$ cat config.mk
export PLATFORM = sky130hd
export DESIGN_NAME = int_request_ctrl
export DESIGN_NICKNAME = d
export VERILOG_FILES = /design/src/rtl/int_request_ctrl_pkg.sv /design/src/rtl/int_request_ctrl_irq_sync_edge.sv /design/src/rtl/int_request_ctrl.sv
export SDC_FILE = /design/constraint.sdc
export NUM_CORES = 1
export LEC_CHECK = 0
export CAP_MARGIN = 30
export CORE_MARGIN = 4
export CORE_UTILIZATION = 45
export DETAILED_ROUTE_END_ITERATION = 12
export PLACE_DENSITY = 0.74
export SLEW_MARGIN = 20
export SYNTH_ARGS = -nofsm -noshare
export SYNTH_HDL_FRONTEND = slang
export SYNTH_SLANG_ARGS = --single-unit
$ cat constraint.sdc
create_clock -name ici_clk -period 4.3 [get_ports ici_clk]
set_clock_uncertainty 0.2 [all_clocks]
set_input_delay 0.645 -clock ici_clk [delete_from_list [all_inputs] [get_ports ici_clk]]
set_output_delay 0.645 -clock ici_clk [all_outputs]
set_load 0.005 [all_outputs]
$ cat src/rtl/int_request_ctrl_pkg.sv
// int_request_ctrl_pkg: shared state encodings, ids and priority helper for the interrupt request controller
package int_request_ctrl_pkg;
    typedef enum logic [1:0] {
        S_IDLE     = 2'd0,
        S_ASSERT   = 2'd1,
        S_WAIT_ACK = 2'd2
    } state_e;
    localparam logic [3:0] ERET_ID     = 4'hF;
    localparam logic [3:0] ECAUSE_HARD = 4'h0;
    localparam logic [3:0] ECAUSE_SOFT = 4'h1;
    localparam logic [3:0] ECAUSE_ERET = 4'h2;
    function automatic logic [2:0] prio_idx(input logic [7:0] v);
        logic [2:0] idx;
        idx = '0;
        for (int i = 7; i >= 0; i--)
            if (v[i]) idx = 3'(i);
        return idx;
    endfunction
endpackage

$ cat src/rtl/int_request_ctrl_irq_sync_edge.sv
// irq_sync_edge: two-flop synchroniser with falling-edge detect for one active-low line
module irq_sync_edge (
    input  logic ici_clk,
    input  logic ici_rst,
    input  logic irq_n,
    output logic fall
);
    logic s1_q, s2_q, s2_prev_q;
    always_ff @(posedge ici_clk) begin
        if (ici_rst) begin
            s1_q      <= 1'b1;
            s2_q      <= 1'b1;
            s2_prev_q <= 1'b1;
        end else begin
            s1_q      <= irq_n;
            s2_q      <= s1_q;
            s2_prev_q <= s2_q;
        end
    end
    assign fall = s2_prev_q & ~s2_q;
endmodule

$ cat src/rtl/int_request_ctrl.sv
// int_request_ctrl: latches external interrupt edges, issues one hard pulse at a time and forwards soft requests
module int_request_ctrl
    import int_request_ctrl_pkg::*;
#(
    parameter int N_SRC     = 4,
    parameter int PULSE_LEN = 2,
    parameter int ACK_TMO   = 15
) (
    input  logic             ici_clk,
    input  logic             ici_rst,
    input  logic [N_SRC-1:0] ici_irq,
    input  logic             ici_int_en,
    input  logic             ici_mask_we,
    input  logic [N_SRC-1:0] ici_mask_wdata,
    input  logic             ici_soft_req,
    input  logic [3:0]       ici_soft_id,
    input  logic             ici_ack,
    output logic             ico_hard_int,
    output logic [2:0]       ico_hard_src,
    output logic             ico_int,
    output logic [3:0]       ico_int_id,
    output logic [N_SRC-1:0] ico_pending,
    output logic [N_SRC-1:0] ico_mask
);
    state_e state_q, state_d;
    logic [3:0] cnt_q, cnt_d;
    logic [2:0] src_q, src_d;
    logic [N_SRC-1:0] pend_q, pend_d, mask_q, mask_d, fall, elig, clr;
    logic int_q, int_d;
    logic [3:0] int_id_q, int_id_d;
    for (genvar g = 0; g < N_SRC; g++) begin : g_sync
        irq_sync_edge u_sync (
            .ici_clk (ici_clk),
            .ici_rst (ici_rst),
            .irq_n   (ici_irq[g]),
            .fall    (fall[g])
        );
    end
    always_ff @(posedge ici_clk) begin
        if (ici_rst) begin
            state_q  <= S_IDLE;
            cnt_q    <= '0;
            src_q    <= '0;
            pend_q   <= '0;
            mask_q   <= '1;
            int_q    <= 1'b0;
            int_id_q <= '0;
        end else begin
            state_q  <= state_d;
            cnt_q    <= cnt_d;
            src_q    <= src_d;
            pend_q   <= pend_d;
            mask_q   <= mask_d;
            int_q    <= int_d;
            int_id_q <= int_id_d;
        end
    end
    always_comb begin
        elig     = pend_q & mask_q & {N_SRC{ici_int_en}};
        state_d  = state_q;
        cnt_d    = cnt_q;
        src_d    = src_q;
        clr      = '0;
        unique case (state_q)
            S_IDLE:
                if (|elig && !int_q) begin
                    state_d = S_ASSERT;
                    cnt_d   = 4'(PULSE_LEN - 1);
                    src_d   = prio_idx(8'(elig));
                end
            S_ASSERT:
                if (cnt_q == '0) begin
                    state_d = S_WAIT_ACK;
                    cnt_d   = '0;
                end else cnt_d = cnt_q - 4'd1;
            S_WAIT_ACK:
                // an ack while a soft request is in flight belongs to the soft path
                if (ici_ack && !int_q) begin
                    clr     = N_SRC'(1) << src_q;
                    state_d = S_IDLE;
                end else if (cnt_q == 4'(ACK_TMO)) state_d = S_IDLE;
                else cnt_d = cnt_q + 4'd1;
            default: state_d = S_IDLE;
        endcase
        pend_d   = (pend_q & ~clr) | fall;
        mask_d   = ici_mask_we ? ici_mask_wdata : mask_q;
        int_d    = ici_soft_req;
        int_id_d = ici_soft_id;
    end
    always_comb begin
        ico_hard_int = state_q == S_ASSERT;
        ico_hard_src = src_q;
        ico_int      = int_q;
        ico_int_id   = int_id_q;
        ico_pending  = pend_q;
        ico_mask     = mask_q;
    end
endmodule

==> impl_metrics.prom, run 1 <==
# TYPE chip_impl_metric gauge
chip_impl_metric{name="grt_start_max_net_pins",unit=""} 27
chip_impl_metric{name="nets",unit=""} 206
chip_impl_metric{name="worst_max_slew_pin_slew",unit="ns"} 0.7323
chip_impl_metric{name="maxCapViolations",unit=""} 0
chip_impl_metric{name="first_global_vias",unit=""} 1103
chip_impl_metric{name="nFillCells",unit=""} 263
chip_impl_metric{name="finalWirelength",unit="µm"} 2983
chip_impl_metric{name="syn_avg_cell_area",unit="µm²"} 9.601
chip_impl_metric{name="clock_tree.buffer_depth",unit=""} 2
chip_impl_metric{name="grt_antenna_before_repair",unit=""} 0
chip_impl_info{name="timing.hold.worst.class",value="register to register"} 1
chip_impl_metric{name="cts_post_setup_buffers_inserted",unit=""} 0
chip_impl_info{name="synth.top_cells.by_area",value="sky130_fd_sc_hd__dfxtp_1 (47%), sky130_fd_sc_hd__mux2i_1 (6.4%), sky130_fd_sc_hd__or2_2 (5.8%), sky130_fd_sc_hd__ha_1 (5.3%), sky130_fd_sc_hd__nand2_1 (4.3%)"} 1
chip_impl_metric{name="routed-via-count",unit=""} 1155
chip_impl_metric{name="port_buffers",unit=""} 33
chip_impl_info{name="cts_tree",value="built"} 1
chip_impl_metric{name="detailedRoute.firstIterationViolations",unit=""} 59
chip_impl_info{name="clock_tree.root_cell",value="sky130_fd_sc_hd__clkbuf_4"} 1
chip_impl_metric{name="cts_sinks",unit=""} 33
chip_impl_metric{name="die_h",unit="µm"} 64.01
chip_impl_metric{name="clkLatencyLatePin",unit="ns"} 0.34
chip_impl_metric{name="dpl.hpwl",unit="µm"} 2183
chip_impl_metric{name="synth.lib_cells_used.distinct",unit=""} 36
chip_impl_metric{name="synth-seq-area-share",unit="%"} 46.81
chip_impl_metric{name="irDropWorstVdd",unit="µV"} 229.3
chip_impl_metric{name="first_pass_iters",unit=""} 5
chip_impl_metric{name="cts_inserted_buffers",unit=""} 5
chip_impl_metric{name="tns",unit="ns"} 0
chip_impl_info{name="yosys_most_used_dff",value="sky130_fd_sc_hd__dfxtp_1"} 1
chip_impl_metric{name="timing.max_slew.rel_slack",unit="%"} 51.03
chip_impl_metric{name="hold_viol_final",unit=""} 0
chip_impl_metric{name="routed_via_density",unit=""} 5.088
chip_impl_metric{name="power.density",unit="nW/µm²"} 364.5
chip_impl_metric{name="share_of_the_clock_period_used_by_the_worst_path",unit="%"} 59.25
chip_impl_metric{name="timing.final.max_slew_violations",unit=""} 0
chip_impl_metric{name="grt_pass1_wl",unit="µm"} 4926
chip_impl_info{name="worstSetupPathType",value="register to primary output"} 1
chip_impl_metric{name="final_cell_count_no_fill",unit=""} 227
chip_impl_metric{name="cts_resized",unit=""} 0
chip_impl_metric{name="syn2layout_area_growth",unit="%"} 32.00
chip_impl_metric{name="final_critical_period",unit="ns"} 2.548
chip_impl_metric{name="num_antenna_cells",unit=""} 0
chip_impl_metric{name="max_freq",unit="MHz"} 392.5
chip_impl_metric{name="post_synth_instance_area",unit="µm²"} 1411
chip_impl_metric{name="yosys_register_bits",unit=""} 33
chip_impl_metric{name="synth_fp_nets",unit=""} 171
chip_impl_metric{name="syn-instance-count",unit=""} 147
chip_impl_info{name="critical_path.startpoint_type",value="register"} 1
chip_impl_metric{name="timing.critical_path.fanout_max",unit=""} 8
chip_impl_metric{name="io-pin-count",unit=""} 35
chip_impl_metric{name="drt_drc_violations_left",unit=""} 0
chip_impl_metric{name="dpl_cells",unit=""} 219
chip_impl_metric{name="design.die.area",unit="µm²"} 4097
chip_impl_metric{name="core_area",unit="µm²"} 3028
chip_impl_metric{name="effective_utilization_at_floorplan",unit="%"} 46.61
chip_impl_metric{name="num_rows",unit=""} 20
chip_impl_metric{name="static_leakage",unit="nW"} 0.7056
chip_impl_metric{name="report.final.setup_viol",unit=""} 0
chip_impl_metric{name="post_drt_wl_per_cell",unit="µm"} 13.14
chip_impl_metric{name="cp_data_required_time",unit="ns"} 3.45
chip_impl_metric{name="h-tree-depth",unit=""} 2
chip_impl_info{name="capturing_element_type_of_the_critical_path",value="primary output"} 1
chip_impl_info{name="status",value="finished, final reports clean"} 1
chip_impl_metric{name="crit_arrival",unit="ns"} 1.70
chip_impl_metric{name="overall_routing_resource_usage",unit="%"} 15.64
chip_impl_metric{name="yosysWarningCount",unit=""} 0
chip_impl_metric{name="clkTransAtPathRegs",unit="ns"} 0.11
chip_impl_metric{name="async_flop_share",unit="%"} 0
chip_impl_metric{name="synth_top_cell_area_share",unit="%"} 46.81
chip_impl_metric{name="synth_edf_count",unit=""} 0
chip_impl_metric{name="final_layout_size_suffix_gt1_share",unit="%"} 16.39
chip_impl_metric{name="die_width",unit="µm"} 64.01
chip_impl_metric{name="weighted_congestion_reported_at_the_end_of_routability_driven_placement",unit=""} 0.7940
chip_impl_info{name="grt_setup_unrepaired",value="false"} 1
chip_impl_info{name="synth.largest_area_cell",value="sky130_fd_sc_hd__dfxtp_1"} 1
chip_impl_metric{name="route.antenna.remaining_nets",unit=""} 0
chip_impl_metric{name="overflow",unit=""} 0
chip_impl_metric{name="post_cts_hold_buffer_count",unit=""} 0
worst max-delay path, cell delays in order, from the launching register on:
cell	delay, ns
sky130_fd_sc_hd__dfxtp_1	0.37
sky130_fd_sc_hd__inv_1	0.09
sky130_fd_sc_hd__ha_1	0.34
sky130_fd_sc_hd__clkdlybuf4s50_1	0.56
power breakdown:
group	switching (mW)	internal, mW	total (mW)
Clock	0.107	0.138	0.245
Combinational	0.0441	0.0578	0.102
Sequential	0.0117	0.321	0.332
synthesized netlist by cell type (2+ instances only):
library cell               number
sky130_fd_sc_hd__dfxtp_1       33
sky130_fd_sc_hd__nand2_1       16
sky130_fd_sc_hd__or2_2         13
sky130_fd_sc_hd__inv_1         10
sky130_fd_sc_hd__mux2i_1        9
sky130_fd_sc_hd__a21oi_1        8
sky130_fd_sc_hd__nor2b_1        7
sky130_fd_sc_hd__ha_1           6
sky130_fd_sc_hd__nand2b_1       5
sky130_fd_sc_hd__clkbuf_1       4
sky130_fd_sc_hd__nand3_1        4
sky130_fd_sc_hd__nor2_1         3
sky130_fd_sc_hd__o21ai_0        3
sky130_fd_sc_hd__a22o_1         2
sky130_fd_sc_hd__o221ai_1       2
sky130_fd_sc_hd__or4_1          2
per-layer routing:
layer / track usage, % / up-vias / part of all wire (%)
met4: 8.356 / 0 / 1.5
li1: - / 573 / -
met1: 18.41 / 519 / 42
met5: 0 / - / 0
met2: 24.26 / 58 / 45
met3: 6.151 / 5 / 11
metrics by stage:
step	area [µm²]	utilization, %	hold slack (ns)	power, mW	setup slack [ns]
after floorplan	1411	-	0.1895	0.3963	2.489
after global placement	1774	58.60	0.1920	0.4369	1.751
after detailed placement	1774	58.60	0.1963	0.4405	1.697
after CTS	1863	61.53	0.2229	0.6847	1.752
after global routing	1863	61.53	0.2393	0.7090	1.688
final	1863	61.53	0.2195	0.6790	1.752
worst paths after layout:
check | from | to | slack (ns) | depth (start not counted)
max | state_q[1] | ico_hard_int | 1.75 | 3
min reg2reg | g_sync[1].u_sync.s1_q | g_sync[1].u_sync.s2_q | 0.22 | 1
min | g_sync[1].u_sync.s1_q | g_sync[1].u_sync.s2_q | 0.22 | 1
max reg2reg | cnt_q[0] | state_q[1] | 2.29 | 6
cells in the final DEF (no fill, tap or decap), types with 3 or more instances in the layout:
master | Yosys | routed
sky130_fd_sc_hd__dfxtp_1 | 33 | 33
sky130_fd_sc_hd__clkdlybuf4s50_1 | 0 | 33
sky130_fd_sc_hd__nand2_1 | 16 | 16
sky130_fd_sc_hd__or2_2 | 13 | 13
sky130_fd_sc_hd__clkbuf_4 | 0 | 5
sky130_fd_sc_hd__nor2_1 | 3 | 3
sky130_fd_sc_hd__nor2b_1 | 7 | 7
sky130_fd_sc_hd__nand2b_1 | 5 | 5
sky130_fd_sc_hd__o21ai_0 | 3 | 3
sky130_fd_sc_hd__a21oi_1 | 8 | 8
sky130_fd_sc_hd__mux2i_1 | 9 | 9
sky130_fd_sc_hd__ha_1 | 6 | 6
sky130_fd_sc_hd__inv_1 | 10 | 10
sky130_fd_sc_hd__nand3_1 | 4 | 4
final cells by class:
type | count | area (µm²) | area share [%]
clock buffers | 6 | 51.30 | 2.754
clock inverters | 2 | 37.54 | 2.015
inverters | 10 | 37.54 | 2.015
multi-input cells | 99 | 690.7 | 37.07
flip-flops and latches | 33 | 660.6 | 35.46
well taps | 44 | 55.05 | 2.955
repair buffers | 33 | 330.3 | 17.73
flip-flops by register name, summed over array words and instances (netlist names):
signal                   count
cnt_q                        4
g_sync.u_sync.s1_q           4
g_sync.u_sync.s2_prev_q      4
g_sync.u_sync.s2_q           4
ico_hard_src                 2
ico_int                      1
ico_int_id                   4
ico_mask                     4
ico_pending                  4
state_q                      2
cells by family (layout without fill, tap and decap cells):
logic type               Yosys count  after routing  share of synthesized area (%)
multiplexers                       9              9                          6.383
adder cells (fa/ha/maj)            6              6                          5.319
flip-flops                        33             33                          46.81
AND/OR/NAND/NOR                   55             55                          21.37
AO/OA/AOI/OAI                     28             28                          15.60
buffers and inverters             15             51                          4.255
other                              1              1                         0.2657
No activity file was read; power rests on OpenSTA's default activity.
==> run 2, diff against run 1 <==
clock period = 2.7 ns   (was 4.3 ns; I/O delays follow)
==> impl_metrics.prom, run 2 (synthesis results as in run 1) <==
# TYPE chip_impl_metric gauge
chip_impl_metric{name="cts_resized",unit=""} 0
chip_impl_metric{name="overall_routing_resource_usage",unit="%"} 16.35
chip_impl_metric{name="routed_via_density",unit=""} 5.128
chip_impl_metric{name="h-tree-depth",unit=""} 2
chip_impl_metric{name="grt_start_max_net_pins",unit=""} 20
chip_impl_info{name="clock_tree.root_cell",value="sky130_fd_sc_hd__clkbuf_4"} 1
chip_impl_metric{name="report.final.setup_viol",unit=""} 0
chip_impl_metric{name="weighted_congestion_reported_at_the_end_of_routability_driven_placement",unit=""} 0.8013
chip_impl_metric{name="maxCapViolations",unit=""} 0
chip_impl_metric{name="cts_sinks",unit=""} 33
chip_impl_metric{name="effective_utilization_at_floorplan",unit="%"} 46.61
chip_impl_metric{name="cts_post_setup_buffers_inserted",unit=""} 0
chip_impl_metric{name="static_leakage",unit="nW"} 0.7070
chip_impl_metric{name="irDropWorstVdd",unit="µV"} 415.4
chip_impl_metric{name="tns",unit="ns"} 0
chip_impl_metric{name="clkLatencyLatePin",unit="ns"} 0.32
chip_impl_metric{name="grt_antenna_before_repair",unit=""} 0
chip_impl_metric{name="post_cts_hold_buffer_count",unit=""} 0
chip_impl_metric{name="overflow",unit=""} 0
chip_impl_metric{name="port_buffers",unit=""} 33
chip_impl_metric{name="first_global_vias",unit=""} 1169
chip_impl_info{name="cts_tree",value="built"} 1
chip_impl_metric{name="cts_inserted_buffers",unit=""} 5
chip_impl_metric{name="crit_arrival",unit="ns"} 1.67
chip_impl_info{name="status",value="finished, final reports clean"} 1
chip_impl_metric{name="standard_cell_area_after_detailed_placement",unit="µm²"} 1782
chip_impl_metric{name="dpl.hpwl",unit="µm"} 2269
chip_impl_info{name="capturing_element_type_of_the_critical_path",value="primary output"} 1
chip_impl_metric{name="core_area",unit="µm²"} 3028
chip_impl_metric{name="die_h",unit="µm"} 64.01
chip_impl_metric{name="first_pass_iters",unit=""} 4
chip_impl_metric{name="die_width",unit="µm"} 64.01
chip_impl_metric{name="finalWirelength",unit="µm"} 2989
chip_impl_metric{name="post_drt_wl_per_cell",unit="µm"} 13.17
chip_impl_metric{name="power.density",unit="nW/µm²"} 559.0
chip_impl_metric{name="final_cell_area",unit="µm²"} 1854
chip_impl_metric{name="drt_drc_violations_left",unit=""} 0
chip_impl_metric{name="timing.critical_path.fanout_max",unit=""} 8
chip_impl_metric{name="clkTransAtPathRegs",unit="ns"} 0.10
chip_impl_metric{name="grt_pass1_wl",unit="µm"} 5119
chip_impl_metric{name="share_of_the_clock_period_used_by_the_worst_path",unit="%"} 84.07
chip_impl_metric{name="hold_viol_final",unit=""} 0
chip_impl_metric{name="final_critical_period",unit="ns"} 2.270
chip_impl_metric{name="nFillCells",unit=""} 264
chip_impl_metric{name="clock_tree.buffer_depth",unit=""} 2
chip_impl_info{name="timing.hold.worst.class",value="register to register"} 1
chip_impl_metric{name="num_antenna_cells",unit=""} 0
chip_impl_metric{name="detailedRoute.firstIterationViolations",unit=""} 168
chip_impl_info{name="worstSetupPathType",value="register to primary output"} 1
chip_impl_metric{name="final_layout_size_suffix_gt1_share",unit="%"} 16.39
chip_impl_metric{name="io-pin-count",unit=""} 35
chip_impl_metric{name="nets",unit=""} 207
chip_impl_metric{name="design.die.area",unit="µm²"} 4097
chip_impl_metric{name="timing.final.max_slew_violations",unit=""} 0
chip_impl_metric{name="routed-via-count",unit=""} 1164
chip_impl_metric{name="max_freq",unit="MHz"} 440.5
chip_impl_info{name="final_cell_mix",value="sky130_fd_sc_hd__dfxtp_1 (33), sky130_fd_sc_hd__clkdlybuf4s50_1 (33), sky130_fd_sc_hd__nand2_1 (16)"} 1
chip_impl_metric{name="utilization",unit="%"} 61.24
chip_impl_metric{name="multiInputGateArea",unit="µm²"} 690.7
chip_impl_metric{name="syn2layout_area_growth",unit="%"} 31.38
chip_impl_info{name="grt_setup_unrepaired",value="false"} 1
chip_impl_metric{name="route.antenna.remaining_nets",unit=""} 0
chip_impl_info{name="critical_path.startpoint_type",value="register"} 1
chip_impl_metric{name="cp_data_required_time",unit="ns"} 2.10
chip_impl_metric{name="num_rows",unit=""} 20
chip_impl_metric{name="layout.area.seq",unit="µm²"} 660.6
run 2: layer usage:
layer | part of all wire (%) | global-route usage [%] | vias to the layer above | wire [µm]
met5 | 0 | 0 | - | 0
met4 | 1.3 | 7.008 | 0 | 40
met3 | 10 | 8.084 | 4 | 304
met2 | 44 | 26.06 | 61 | 1323
met1 | 44 | 18.34 | 525 | 1321
li1 | - | - | 574 | -
run 2: final timing paths:
path / start / endpoint / slack, ns / depth (start not counted)
max: state_q[0] / ico_hard_int / 0.43 / 2
min: g_sync[3].u_sync.s1_q / g_sync[3].u_sync.s2_q / 0.22 / 1
max reg2reg: state_q[0] / cnt_q[1] / 0.65 / 6
min reg2reg: g_sync[3].u_sync.s1_q / g_sync[3].u_sync.s2_q / 0.22 / 1
run 2: metrics by stage:
step | instances | setup WS [ns] | hold WS, ns | power (mW)
finish | 227 | 0.4300 | 0.2152 | 1.036
floorplan | 147 | 0.9140 | 0.1895 | 0.6312
CTS | 227 | 0.4144 | 0.2130 | 1.051
detailed placement | 220 | 0.4568 | 0.1928 | 0.7043
global placement | 220 | 0.5656 | 0.1913 | 0.6975
global route | 227 | 0.3292 | 0.2316 | 1.093
run 2: layout make-up:
type / count / share of cell area (%)
clock buffers: 5 / 2.024
clock inverters: 2 / 1.889
inverters: 10 / 2.024
multi-input cells: 99 / 37.25
flip-flops and latches: 33 / 35.63
well taps: 44 / 2.969
repair buffers: 34 / 18.22
run 2: power breakdown:
| group | internal (mW) | leakage [nW] | switching, mW |
|---|---|---|---|
| combinational | 0.0930 | 0.394 | 0.0712 |
| clock | 0.188 | 0.0410 | 0.154 |
| sequential | 0.510 | 0.272 | 0.0192 |
| total | 0.792 | 0.707 | 0.245 |
run 2: worst max-delay path: stages, from the launching register on:
cell                              delay [ns]
sky130_fd_sc_hd__dfxtp_1                0.40
sky130_fd_sc_hd__ha_1                   0.37
sky130_fd_sc_hd__clkdlybuf4s50_1        0.57
==> run 3, diff against run 2 <==
clock period = 2.1 ns   (was 2.7 ns; I/O delays follow)
==> impl_metrics.prom, run 3 (synthesis results as in run 1) <==
# TYPE chip_impl_metric gauge
chip_impl_info{name="status",value="finished, final reports clean"} 1
chip_impl_metric{name="num_antenna_cells",unit=""} 0
chip_impl_metric{name="post_cts_hold_buffer_count",unit=""} 0
chip_impl_metric{name="combinationalPowerShare",unit="%"} 17.2
chip_impl_metric{name="cts_resized",unit=""} 0
chip_impl_metric{name="nets",unit=""} 211
chip_impl_metric{name="cpPeakStageDelay",unit="ns"} 0.52
chip_impl_metric{name="num_rows",unit=""} 20
chip_impl_metric{name="maxCapViolations",unit=""} 0
chip_impl_metric{name="die_h",unit="µm"} 64.01
chip_impl_metric{name="cts_post_setup_buffers_inserted",unit=""} 0
chip_impl_metric{name="first_global_vias",unit=""} 1260
chip_impl_metric{name="routed_via_density",unit=""} 5.151
chip_impl_metric{name="cts_sinks",unit=""} 33
chip_impl_metric{name="crit_arrival",unit="ns"} 1.52
chip_impl_metric{name="grt_antenna_before_repair",unit=""} 0
chip_impl_metric{name="wl_met2",unit="µm"} 1350
chip_impl_metric{name="irDropWorstVdd",unit="µV"} 377.5
chip_impl_metric{name="timing.final.max_slew_violations",unit=""} 0
chip_impl_metric{name="weighted_congestion_reported_at_the_end_of_routability_driven_placement",unit=""} 0.7455
chip_impl_metric{name="final_layout_size_suffix_gt1_share",unit="%"} 20.21
chip_impl_metric{name="overall_routing_resource_usage",unit="%"} 17.25
chip_impl_metric{name="dpl.hpwl",unit="µm"} 2279
chip_impl_metric{name="met3RoutedLength",unit="µm"} 290
chip_impl_info{name="critical_path.startpoint_type",value="register"} 1
chip_impl_metric{name="finalPower",unit="mW"} 1.289
chip_impl_metric{name="final_cell_count_no_fill",unit=""} 232
chip_impl_info{name="cts_tree",value="built"} 1
chip_impl_metric{name="nFillCells",unit=""} 261
chip_impl_metric{name="effective_utilization_at_floorplan",unit="%"} 46.61
chip_impl_metric{name="net_switching_component_of_the_power",unit="mW"} 0.3405
chip_impl_info{name="crit_slowest_cell",value="sky130_fd_sc_hd__clkdlybuf4s50_1"} 1
chip_impl_metric{name="drt_drc_violations_left",unit=""} 0
chip_impl_metric{name="power.density",unit="nW/µm²"} 685.1
chip_impl_metric{name="routed-via-count",unit=""} 1195
chip_impl_info{name="top_layer",value="met4"} 1
chip_impl_metric{name="core_area",unit="µm²"} 3028
chip_impl_metric{name="met1Wirelength",unit="µm"} 1342
chip_impl_metric{name="h-tree-depth",unit=""} 2
chip_impl_metric{name="die_width",unit="µm"} 64.01
chip_impl_info{name="grt_setup_unrepaired",value="false"} 1
chip_impl_metric{name="power.share.sequential",unit="%"} 52.9
chip_impl_metric{name="hold_viol_final",unit=""} 0
chip_impl_metric{name="static_leakage",unit="nW"} 0.7249
chip_impl_info{name="clock_tree.root_cell",value="sky130_fd_sc_hd__clkbuf_4"} 1
chip_impl_metric{name="syn2layout_area_growth",unit="%"} 33.33
chip_impl_metric{name="cp.buffers_inverters",unit=""} 2
chip_impl_metric{name="cts_inserted_buffers",unit=""} 5
chip_impl_metric{name="timing.final.ws_setup",unit="ns"} 0.06763
chip_impl_metric{name="dpl_cells",unit=""} 224
chip_impl_metric{name="tns",unit="ns"} 0
chip_impl_metric{name="cp_data_required_time",unit="ns"} 1.58
chip_impl_metric{name="grt_start_max_net_pins",unit=""} 17
chip_impl_metric{name="detailedRoute.firstIterationViolations",unit=""} 85
chip_impl_metric{name="max_freq",unit="MHz"} 492.0
chip_impl_metric{name="grt_pass1_wl",unit="µm"} 5513
chip_impl_metric{name="share_of_the_clock_period_used_by_the_worst_path",unit="%"} 96.78
chip_impl_metric{name="internal_power",unit="mW"} 0.9488
chip_impl_info{name="commonest_non_fill_non_tap_cell_in_the_layout",value="sky130_fd_sc_hd__clkdlybuf4s50_1"} 1
chip_impl_metric{name="report.final.setup_viol",unit=""} 0
chip_impl_metric{name="final_critical_period",unit="ns"} 2.032
chip_impl_metric{name="first_pass_iters",unit=""} 4
chip_impl_info{name="timing.hold.worst.class",value="register to register"} 1
chip_impl_metric{name="clkTransAtPathRegs",unit="ns"} 0.10
chip_impl_metric{name="clkLatencyLatePin",unit="ns"} 0.34
chip_impl_info{name="cp_top_family",value="buffers and inverters"} 1
chip_impl_info{name="worstSetupPathType",value="register to primary output"} 1
chip_impl_metric{name="port_buffers",unit=""} 33
chip_impl_metric{name="route.antenna.remaining_nets",unit=""} 0
chip_impl_metric{name="power.clock.fraction",unit="%"} 29.9
chip_impl_metric{name="dpl_worst_slack",unit="ns"} 0.09313
chip_impl_metric{name="sw_frac_of_total",unit="%"} 26.41
chip_impl_metric{name="io-pin-count",unit=""} 35
chip_impl_metric{name="finalWirelength",unit="µm"} 3031
chip_impl_info{name="path_cells",value="inv_1, ha_1, clkdlybuf4s50_1"} 1
chip_impl_metric{name="clock_tree.buffer_depth",unit=""} 2
chip_impl_metric{name="design.die.area",unit="µm²"} 4097
chip_impl_info{name="final_cell_mix",value="sky130_fd_sc_hd__clkdlybuf4s50_1 (33), sky130_fd_sc_hd__dfxtp_1 (31), sky130_fd_sc_hd__nand2_1 (16)"} 1
chip_impl_info{name="capturing_element_type_of_the_critical_path",value="primary output"} 1
chip_impl_metric{name="post_drt_wl_per_cell",unit="µm"} 13.06
chip_impl_metric{name="timing.critical_path.fanout_max",unit=""} 4
chip_impl_metric{name="overflow",unit=""} 0
## run 3: layout make-up
cell class	instances	area (µm²)	area share (%)
multi-input cells	99	693.2	36.84
flip-flops and latches	33	663.1	35.24
repair buffers	38	367.9	19.55
well taps	44	55.05	2.926
clock buffers	6	51.30	2.726
inverters	10	37.54	1.995
clock inverters	2	13.76	0.7314
## run 3: metal layers
layer / vias to the layer above / global-route usage (%)
met5: - / 0
li1: 585 / -
met3: 5 / 5.800
met4: 0 / 9.973
met2: 54 / 27.35
met1: 551 / 20.11
## run 3: worst paths after layout
| path | start | to | slack (ns) | depth (start not counted) |
|---|---|---|---|---|
| worst max-delay path | state_q[1] | ico_hard_int | 0.07 | 3 |
| worst min-delay path | g_sync[3].u_sync.s1_q | g_sync[3].u_sync.s2_q | 0.22 | 1 |
| worst max register to register | cnt_q[0] | state_q[1] | 0.13 | 6 |
| worst min register to register | g_sync[3].u_sync.s1_q | g_sync[3].u_sync.s2_q | 0.22 | 1 |
## run 3: worst reg2reg max path, stage by stage (launching register included)
cell and delay, ns:
sky130_fd_sc_hd__dfxtp_2 0.37, sky130_fd_sc_hd__inv_1 0.09, sky130_fd_sc_hd__ha_2 0.20, sky130_fd_sc_hd__or3b_4 0.41, sky130_fd_sc_hd__a32oi_2 0.22, sky130_fd_sc_hd__a21boi_2 0.21, sky130_fd_sc_hd__mux2i_1 0.20
## run 3: stage by stage
stage	hold slack (ns)	utilization, %	area (µm²)
5_1_grt	0.2409	62.15	1882
6_report	0.2221	62.15	1882
2_1_floorplan	0.1866	-	1411
3_5_place_dp	0.1980	59.83	1812
4_1_cts	0.2248	61.98	1877
3_3_place_gp	0.1915	59.83	1812
## run 3: power groups by stage
stage | sequential, mW | combinational (mW) | clock [mW]
6_report | 0.682 | 0.222 | 0.385
3_5_place_dp | 0.695 | 0.220 | 0
3_3_place_gp | 0.692 | 0.213 | 0
5_1_grt | 0.687 | 0.245 | 0.427
4_1_cts | 0.680 | 0.222 | 0.396
2_1_floorplan | 0.690 | 0.122 | 0
